### src/rtl/turret_pkg.sv
// Shared types and helpers for the turret aim controller.
//  - state_t      : controller FSM states
//  - target_t     : selected zone {valid, idx}
//  - zone_row/col : grid coordinates of a zone index (idx = row*3 + col)
//  - select_target: centre-priority, then lowest-index zone selection
package turret_pkg;

  localparam int unsigned NUM_ZONES   = 9;
  localparam int unsigned ZONE_CENTER = 4;
  localparam int unsigned IDX_W       = 4;

  typedef enum logic [1:0] {
    IDLE   = 2'd0,
    SLEW   = 2'd1,
    SETTLE = 2'd2,
    FIRE   = 2'd3
  } state_t;

  typedef struct packed {
    logic             valid;
    logic [IDX_W-1:0] idx;
  } target_t;

  // Row of a zone; row 0 is the top of the grid.
  function automatic logic [1:0] zone_row(input logic [IDX_W-1:0] idx);
    logic [1:0] row;
    row = 2'd0;
    if (idx >= IDX_W'(6)) begin
      row = 2'd2;
    end else if (idx >= IDX_W'(3)) begin
      row = 2'd1;
    end
    return row;
  endfunction

  // Column of a zone; column 0 is the left of the grid.
  function automatic logic [1:0] zone_col(input logic [IDX_W-1:0] idx);
    logic [1:0] col;
    case (idx)
      IDX_W'(1), IDX_W'(4), IDX_W'(7): col = 2'd1;
      IDX_W'(2), IDX_W'(5), IDX_W'(8): col = 2'd2;
      default:                         col = 2'd0;
    endcase
    return col;
  endfunction

  // Centre zone wins outright; otherwise the lowest set index is taken.
  function automatic target_t select_target(input logic [NUM_ZONES-1:0] mask);
    target_t t;
    t.valid = |mask;
    t.idx   = '0;
    if (mask[ZONE_CENTER]) begin
      t.idx = IDX_W'(ZONE_CENTER);
    end else begin
      for (int i = NUM_ZONES - 1; i >= 0; i--) begin
        if (mask[i]) begin
          t.idx = IDX_W'(i);
        end
      end
    end
    return t;
  endfunction

endpackage

### src/rtl/servo_pwm.sv
// One servo axis: free-running period counter, slew-limited pulse width
// register and registered PWM output.
//  i_clk       clock
//  i_reset     async reset, active-high
//  i_step_en   allow the width to step toward i_goal at the period wrap
//  i_goal      target pulse width, cycles
//  o_pwm       registered PWM output
//  o_wrap_c    counter is on its last cycle of the period
//  o_at_goal_c width after this wrap's step equals i_goal
module servo_pwm #(
  parameter int unsigned PWM_PERIOD_CYC = 2_000_000,
  parameter int unsigned PULSE_MID      = 150_000,
  parameter int unsigned SLEW_CYC       = 5_000
) (
  input  logic                                 i_clk,
  input  logic                                 i_reset,
  input  logic                                 i_step_en,
  input  logic [$clog2(PWM_PERIOD_CYC+1)-1:0]  i_goal,
  output logic                                 o_pwm,
  output logic                                 o_wrap_c,
  output logic                                 o_at_goal_c
);

  localparam int unsigned CW = $clog2(PWM_PERIOD_CYC);
  localparam int unsigned WW = $clog2(PWM_PERIOD_CYC + 1);

  logic [CW-1:0] r_cnt;
  logic [WW-1:0] r_width;
  logic [WW-1:0] w_width_step;
  logic          r_pwm;

  assign o_wrap_c    = (r_cnt == CW'(PWM_PERIOD_CYC - 1));
  assign o_at_goal_c = (w_width_step == i_goal);
  assign o_pwm       = r_pwm;

  // Candidate width one slew step closer to the goal.
  always_comb begin
    w_width_step = r_width;
    if (i_goal > r_width) begin
      if ((i_goal - r_width) > WW'(SLEW_CYC)) begin
        w_width_step = r_width + WW'(SLEW_CYC);
      end else begin
        w_width_step = i_goal;
      end
    end else if (i_goal < r_width) begin
      if ((r_width - i_goal) > WW'(SLEW_CYC)) begin
        w_width_step = r_width - WW'(SLEW_CYC);
      end else begin
        w_width_step = i_goal;
      end
    end
  end

  // Period counter.
  always_ff @(posedge i_clk or posedge i_reset) begin
    if (i_reset) begin
      r_cnt <= '0;
    end else if (o_wrap_c) begin
      r_cnt <= '0;
    end else begin
      r_cnt <= r_cnt + CW'(1);
    end
  end

  // Width only moves on the wrap cycle so every pulse is whole.
  always_ff @(posedge i_clk or posedge i_reset) begin
    if (i_reset) begin
      r_width <= WW'(PULSE_MID);
    end else if (o_wrap_c && i_step_en) begin
      r_width <= w_width_step;
    end
  end

  // Registered PWM output.
  always_ff @(posedge i_clk or posedge i_reset) begin
    if (i_reset) begin
      r_pwm <= 1'b0;
    end else begin
      r_pwm <= (WW'(r_cnt) < r_width);
    end
  end

endmodule

### src/rtl/turret_aim_controller.sv
// Turret aim controller: picks a target zone from the 3x3 vote mask, slews
// the pan/tilt servos toward it, waits for the servos to settle, then pulses
// the fire output while armed.
//  fclk          clock
//  reset         async reset, active-high
//  zone_valid    1-cycle strobe, zone_mask holds a new result
//  zone_mask     per-zone hit flags, bit i = zone i
//  fire_en       arm; fire only pulses while high
//  pwm_pan       pan servo PWM
//  pwm_tilt      tilt servo PWM
//  fire          fire actuator, high during FIRE
//  busy          controller not idle
//  target_idx    latched selected zone
//  target_valid  latched mask was nonzero
module turret_aim_controller
  import turret_pkg::*;
#(
  parameter int unsigned PWM_PERIOD_CYC = 2_000_000,
  parameter int unsigned PULSE_MID      = 150_000,
  parameter int unsigned PULSE_STEP     = 50_000,
  parameter int unsigned SLEW_CYC       = 5_000,
  parameter int unsigned SETTLE_PERIODS = 10,
  parameter int unsigned FIRE_CYC       = 10_000_000
) (
  input  logic                 fclk,
  input  logic                 reset,
  input  logic                 zone_valid,
  input  logic [NUM_ZONES-1:0] zone_mask,
  input  logic                 fire_en,
  output logic                 pwm_pan,
  output logic                 pwm_tilt,
  output logic                 fire,
  output logic                 busy,
  output logic [IDX_W-1:0]     target_idx,
  output logic                 target_valid
);

  localparam int unsigned WW = $clog2(PWM_PERIOD_CYC + 1);
  localparam int unsigned SW = $clog2(SETTLE_PERIODS + 1);
  localparam int unsigned FW = $clog2(FIRE_CYC + 1);

  state_t           r_state;
  state_t           w_state_next;
  target_t          w_sel;
  logic [WW-1:0]    w_pan_goal_sel;
  logic [WW-1:0]    w_tilt_goal_sel;
  logic [WW-1:0]    r_pan_goal;
  logic [WW-1:0]    r_tilt_goal;
  logic             w_latch;
  logic             w_step_en;
  logic             w_wrap;
  logic             w_pan_wrap;
  logic             w_tilt_wrap;
  logic             w_pan_at_goal;
  logic             w_tilt_at_goal;
  logic [SW-1:0]    r_settle_cnt;
  logic [FW-1:0]    r_fire_cnt;
  logic             r_fire;
  logic             r_busy;
  logic [IDX_W-1:0] r_target_idx;
  logic             r_target_valid;

  // Goal width for one axis; no target homes to centre.
  function automatic logic [WW-1:0] axis_goal(input logic valid, input logic [1:0] pos);
    logic [WW-1:0] g;
    g = WW'(PULSE_MID);
    if (valid) begin
      if (pos == 2'd0) begin
        g = WW'(PULSE_MID - PULSE_STEP);
      end else if (pos == 2'd2) begin
        g = WW'(PULSE_MID + PULSE_STEP);
      end
    end
    return g;
  endfunction

  assign w_sel           = select_target(zone_mask);
  assign w_pan_goal_sel  = axis_goal(w_sel.valid, zone_col(w_sel.idx));
  assign w_tilt_goal_sel = axis_goal(w_sel.valid, zone_row(w_sel.idx));
  // Both axes share reset and period, so their wraps coincide.
  assign w_wrap          = w_pan_wrap & w_tilt_wrap;

  assign fire         = r_fire;
  assign busy         = r_busy;
  assign target_idx   = r_target_idx;
  assign target_valid = r_target_valid;

  servo_pwm #(
    .PWM_PERIOD_CYC (PWM_PERIOD_CYC),
    .PULSE_MID      (PULSE_MID),
    .SLEW_CYC       (SLEW_CYC)
  ) u_pan (
    .i_clk       (fclk),
    .i_reset     (reset),
    .i_step_en   (w_step_en),
    .i_goal      (r_pan_goal),
    .o_pwm       (pwm_pan),
    .o_wrap_c    (w_pan_wrap),
    .o_at_goal_c (w_pan_at_goal)
  );

  servo_pwm #(
    .PWM_PERIOD_CYC (PWM_PERIOD_CYC),
    .PULSE_MID      (PULSE_MID),
    .SLEW_CYC       (SLEW_CYC)
  ) u_tilt (
    .i_clk       (fclk),
    .i_reset     (reset),
    .i_step_en   (w_step_en),
    .i_goal      (r_tilt_goal),
    .o_pwm       (pwm_tilt),
    .o_wrap_c    (w_tilt_wrap),
    .o_at_goal_c (w_tilt_at_goal)
  );

  // State register.
  always_ff @(posedge fclk or posedge reset) begin
    if (reset) begin
      r_state <= IDLE;
    end else begin
      r_state <= w_state_next;
    end
  end

  // Next-state logic; a retarget during SLEW takes precedence over settling.
  always_comb begin
    w_state_next = r_state;
    w_latch      = 1'b0;
    w_step_en    = 1'b0;
    case (r_state)
      IDLE: begin
        if (zone_valid) begin
          w_latch      = 1'b1;
          w_state_next = SLEW;
        end
      end
      SLEW: begin
        w_step_en = 1'b1;
        if (zone_valid) begin
          w_latch = 1'b1;
        end else if (w_wrap && w_pan_at_goal && w_tilt_at_goal) begin
          w_state_next = SETTLE;
        end
      end
      SETTLE: begin
        if (w_wrap && (r_settle_cnt == SW'(SETTLE_PERIODS - 1))) begin
          w_state_next = (r_target_valid && fire_en) ? FIRE : IDLE;
        end
      end
      FIRE: begin
        if (!fire_en || (r_fire_cnt == FW'(FIRE_CYC - 1))) begin
          w_state_next = IDLE;
        end
      end
      default: begin
        w_state_next = IDLE;
      end
    endcase
  end

  // Target and goal latch.
  always_ff @(posedge fclk or posedge reset) begin
    if (reset) begin
      r_target_idx   <= '0;
      r_target_valid <= 1'b0;
      r_pan_goal     <= WW'(PULSE_MID);
      r_tilt_goal    <= WW'(PULSE_MID);
    end else if (w_latch) begin
      r_target_idx   <= w_sel.idx;
      r_target_valid <= w_sel.valid;
      r_pan_goal     <= w_pan_goal_sel;
      r_tilt_goal    <= w_tilt_goal_sel;
    end
  end

  // Settle wrap counter and fire cycle counter, cleared outside their states.
  always_ff @(posedge fclk or posedge reset) begin
    if (reset) begin
      r_settle_cnt <= '0;
      r_fire_cnt   <= '0;
    end else begin
      if (r_state != SETTLE) begin
        r_settle_cnt <= '0;
      end else if (w_wrap) begin
        r_settle_cnt <= r_settle_cnt + SW'(1);
      end
      if (r_state != FIRE) begin
        r_fire_cnt <= '0;
      end else begin
        r_fire_cnt <= r_fire_cnt + FW'(1);
      end
    end
  end

  // Status outputs track the state being entered.
  always_ff @(posedge fclk or posedge reset) begin
    if (reset) begin
      r_fire <= 1'b0;
      r_busy <= 1'b0;
    end else begin
      r_fire <= (w_state_next == FIRE);
      r_busy <= (w_state_next != IDLE);
    end
  end

endmodule
### config.mk
export PLATFORM = sky130hd
export DESIGN_NAME = turret_aim_controller
export DESIGN_NICKNAME = d
export VERILOG_FILES = /design/src/rtl/turret_pkg.sv /design/src/rtl/servo_pwm.sv /design/src/rtl/turret_aim_controller.sv
export SDC_FILE = /design/constraint.sdc
export NUM_CORES = 1
export LEC_CHECK = 0
export CAP_MARGIN = 30
export CORE_UTILIZATION = 49
export CTS_CLUSTER_SIZE = 24
export DETAILED_ROUTE_END_ITERATION = 8
export GPL_TIMING_DRIVEN = 1
export PLACE_DENSITY_LB_ADDON = 0.3
export SETUP_SLACK_MARGIN = 0.4
export SLEW_MARGIN = 20
export SYNTH_ARGS = -nofsm -noshare
export SYNTH_HDL_FRONTEND = slang
export SYNTH_SLANG_ARGS = --single-unit
### constraint.sdc
create_clock -name fclk -period 10.2 [get_ports fclk]
set_clock_uncertainty 0.1 [all_clocks]
set_input_delay 2.04 -clock fclk [delete_from_list [all_inputs] [get_ports fclk]]
set_output_delay 2.04 -clock fclk [all_outputs]
set_load 0.01 [all_outputs]
==> qor.yml <==
placed_design:
  portBuffers: 21
  post-place-ws_ps: 4080
  gp_congestion: 1.01
  place_area_mm2: 0.0139
  dp_hpwl_um: 35000
  place_inst: 2041
worst_setup_path:
  crit_type: "flop to flop"
  critPathRequiredTime_ps: 10400
  crit_fanout: 14
  start_kind: "flop"
  cp-startpoint: "r_pan_goal[16]"
  cp.arrival_ps: 6500
  reg2reg_slack_ps: 3890
  r2r-end: "r_state[0]"
  worst_r2r_path_depth: 15
  crit_end: "r_state[0]"
  endpoint_kind: "flop"
  reg2reg_from: "r_pan_goal[16]"
final_layout:
  finish.instance_area_mm2: 0.0145
  n_antenna_cell: 0
  drive_gt1_share_pct: 6.63
  utilization_pct: 53.7
  areaGrowthSynthToFinish_pct: 7.20
  layout_common_cells: "nor2_1 (182), nand2_1 (169), a21oi_1 (122)"
  fin_cells: 2075
  fin_nets: 1831
  final_common_cell: "nor2_1"
detailed_routing:
  drtIter0Drc: 1586
  num_vias: 13800
  drc: 0
  ant_nets: 0
  wl_per_cell_um: 22.5
  firstDrtPassIters: 6
  wirelength_um: 46700
  vias_per_cell: 6.64
grt:
  antenna_found_initial: 0
  grt_pass1_wl_um: 73600
  overflow: 0
  grt_pass1_vias: 13000
  grt_max_degree: 73
  grt_util_all_layers_pct: 33.3
timing:
  hold_viol_final: 0
  finalSetupTns_ps: 0
  setup_viol: 0
  rsz0062_at_grt: "false"
  slew_violations: 0
  fin_crit_sh_pct: 61.8
  layout_setup_ws_ps: 3890
  max_freq_ghz: 0.159
  hold_ws_ps: 379
  tightest_slew_ps: 994
  period_needed_ps: 6310
  slew_headroom_pct: 33.3
power:
  peakVddDrop_uv: 119
  p_per_area_mw_per_mm2: 105
  leakagePower_nw: 6.05
  p_total_mw: 1.53
yosys:
  synth_cells: 1761
  synth-seq-area-share_pct: 24.8
  synthArstFlopShare_pct: 100
  syn-cell-area_mm2: 0.0135
  avgSynthCellArea_um2: 7.68
  netlist.top_cell.by_area: "dfrtp_1"
  synth_top_area_share_pct: 20.5
  synth_nets: 1871
  ys.warnings.count: 0
  ys_ff_latch: 133
  synthDistinctLibCells: 97
  synth_edf_count: 0
  synth.top_cells.by_area: "dfrtp_1 (21%), ha_1 (8.8%), xnor2_1 (5.3%), nor2_1 (5.0%), nand2_1 (4.7%)"
  synth_ff_type: "dfrtp_1"
clock_network:
  clkSlewWorstSetupHoldPaths_ps: 60
  cts_root_buf: "clkbuf_16"
  post-cts-setup-buffers: 0
  numCtsBuffers: 17
  clk_latency_ps: 440
  htreeDepth: 4
  cts_tree: "yes"
  cts_resized: 0
  cts_hold_buf: 0
  clock_sinks: 133
  clockBufferDepth: 2
die:
  dieArea_mm2: 0.0283
  ios: 22
  num_rows: 60
  die_w_um: 168
  core_area_mm2: 0.0270
  die_y_um: 168
  start_util_pct: 50.1
job:
  cap_violations: 0
min_path:
  hold_path.class: "flop to flop"
run_status:
  status: "finished, final reports clean"
==> worst min path at each step <==
stage / from / endpoint / depth (start not counted)
2_1_floorplan: r_fire_cnt[0] / r_fire_cnt[0] / 1
3_3_place_gp: target_idx[3] / target_idx[3] / 2
3_5_place_dp: target_idx[1] / target_idx[1] / 2
4_1_cts: target_idx[1] / target_idx[1] / 2
5_1_grt: target_idx[1] / target_idx[1] / 2
6_report: target_idx[1] / target_idx[1] / 2
==> sequential cells by signal, indices dropped and copies added, names as in the netlist <==
| signal | flops |
|---|---|
| fire | 1 |
| u_tilt.r_cnt | 21 |
| target_idx | 4 |
| r_tilt_goal | 5 |
| target_valid | 1 |
| r_fire_cnt | 24 |
| busy | 1 |
| u_tilt.r_width | 21 |
| u_tilt.o_pwm | 1 |
| u_pan.r_cnt | 21 |
| u_pan.o_pwm | 1 |
| u_pan.r_width | 21 |
| r_settle_cnt | 4 |
| r_pan_goal | 5 |
| r_state | 2 |
==> cells in the mapped netlist, types with 6 or more instances <==
library cell / count
nor2_1: 182
nand2_1: 169
a21oi_1: 122
dfrtp_1: 111
o21ai_0: 105
ha_1: 95
nand3_1: 92
xnor2_1: 82
clkbuf_1: 66
inv_1: 66
a21o_1: 48
xor2_1: 45
nor3_1: 40
and3_1: 35
a211oi_1: 34
nor4_1: 29
buf_2: 23
dfstp_2: 22
nand2b_1: 22
nand4_1: 22
a31oi_1: 20
o211ai_1: 20
and2_1: 19
o22ai_1: 15
mux2i_1: 13
or3_1: 13
o31ai_1: 12
nor2b_1: 11
a2111oi_0: 10
a211o_1: 10
a21boi_0: 10
o31a_1: 9
or2_2: 9
a22oi_1: 8
o21bai_1: 8
a311oi_1: 7
o21a_1: 7
o221ai_1: 7
or4_1: 7
a221oi_1: 6
nand4b_1: 6
o2111ai_1: 6
==> worst max-delay path, stage by stage, from the launching register on <==
cell	delay [ps]
dfrtp_1	620
clkinv_1	520
ha_1	610
and2_0	390
and3_1	280
a22oi_1	410
a21oi_1	150
xor2_1	180
nor4_1	420
nand4_2	520
nand2_1	560
o22ai_1	160
o31a_1	280
or3_1	370
a2111oi_2	440
a21oi_1	130
==> report_power, final <==
part	switching (mW)	internal, mW	leakage [nW]	total (mW)
Combinational	0.219	0.114	4.02	0.333
Sequential	0.0143	0.534	1.73	0.548
Clock	0.293	0.356	0.294	0.649
==> layout make-up <==
cell class,instances,area (um^2)
Multi-Input combinational cell,1461,9510
Tap cell,341,427
Clock inverter,14,163
Fill cell,2561,12500
Clock buffer,18,439
Sequential cell,133,3360
Inverter,71,272
Timing Repair Buffer,37,334
==> layer usage <==
layer  up-vias  GRT usage, %  share of wire (%)
li1       6385             -                  -
met1      6528          48.7                 45
met2       765          48.6                 42
met3       105          6.49                9.8
met4         0          11.8                2.9
met5         -             0                  0
==> cell families after synthesis <==
kind of cell / after synthesis / share of synthesized area [%]
AOI/OAI and AO/OA: 525 / 26.3
xor gates and xnor gates: 127 / 8.22
adders and majority gates: 97 / 9.08
buffers and inverters: 167 / 4.93
DFF: 133 / 24.8
muxes: 19 / 1.49
and+or+nand+nor: 693 / 25.2
Power figures use the tool's default switching activity.
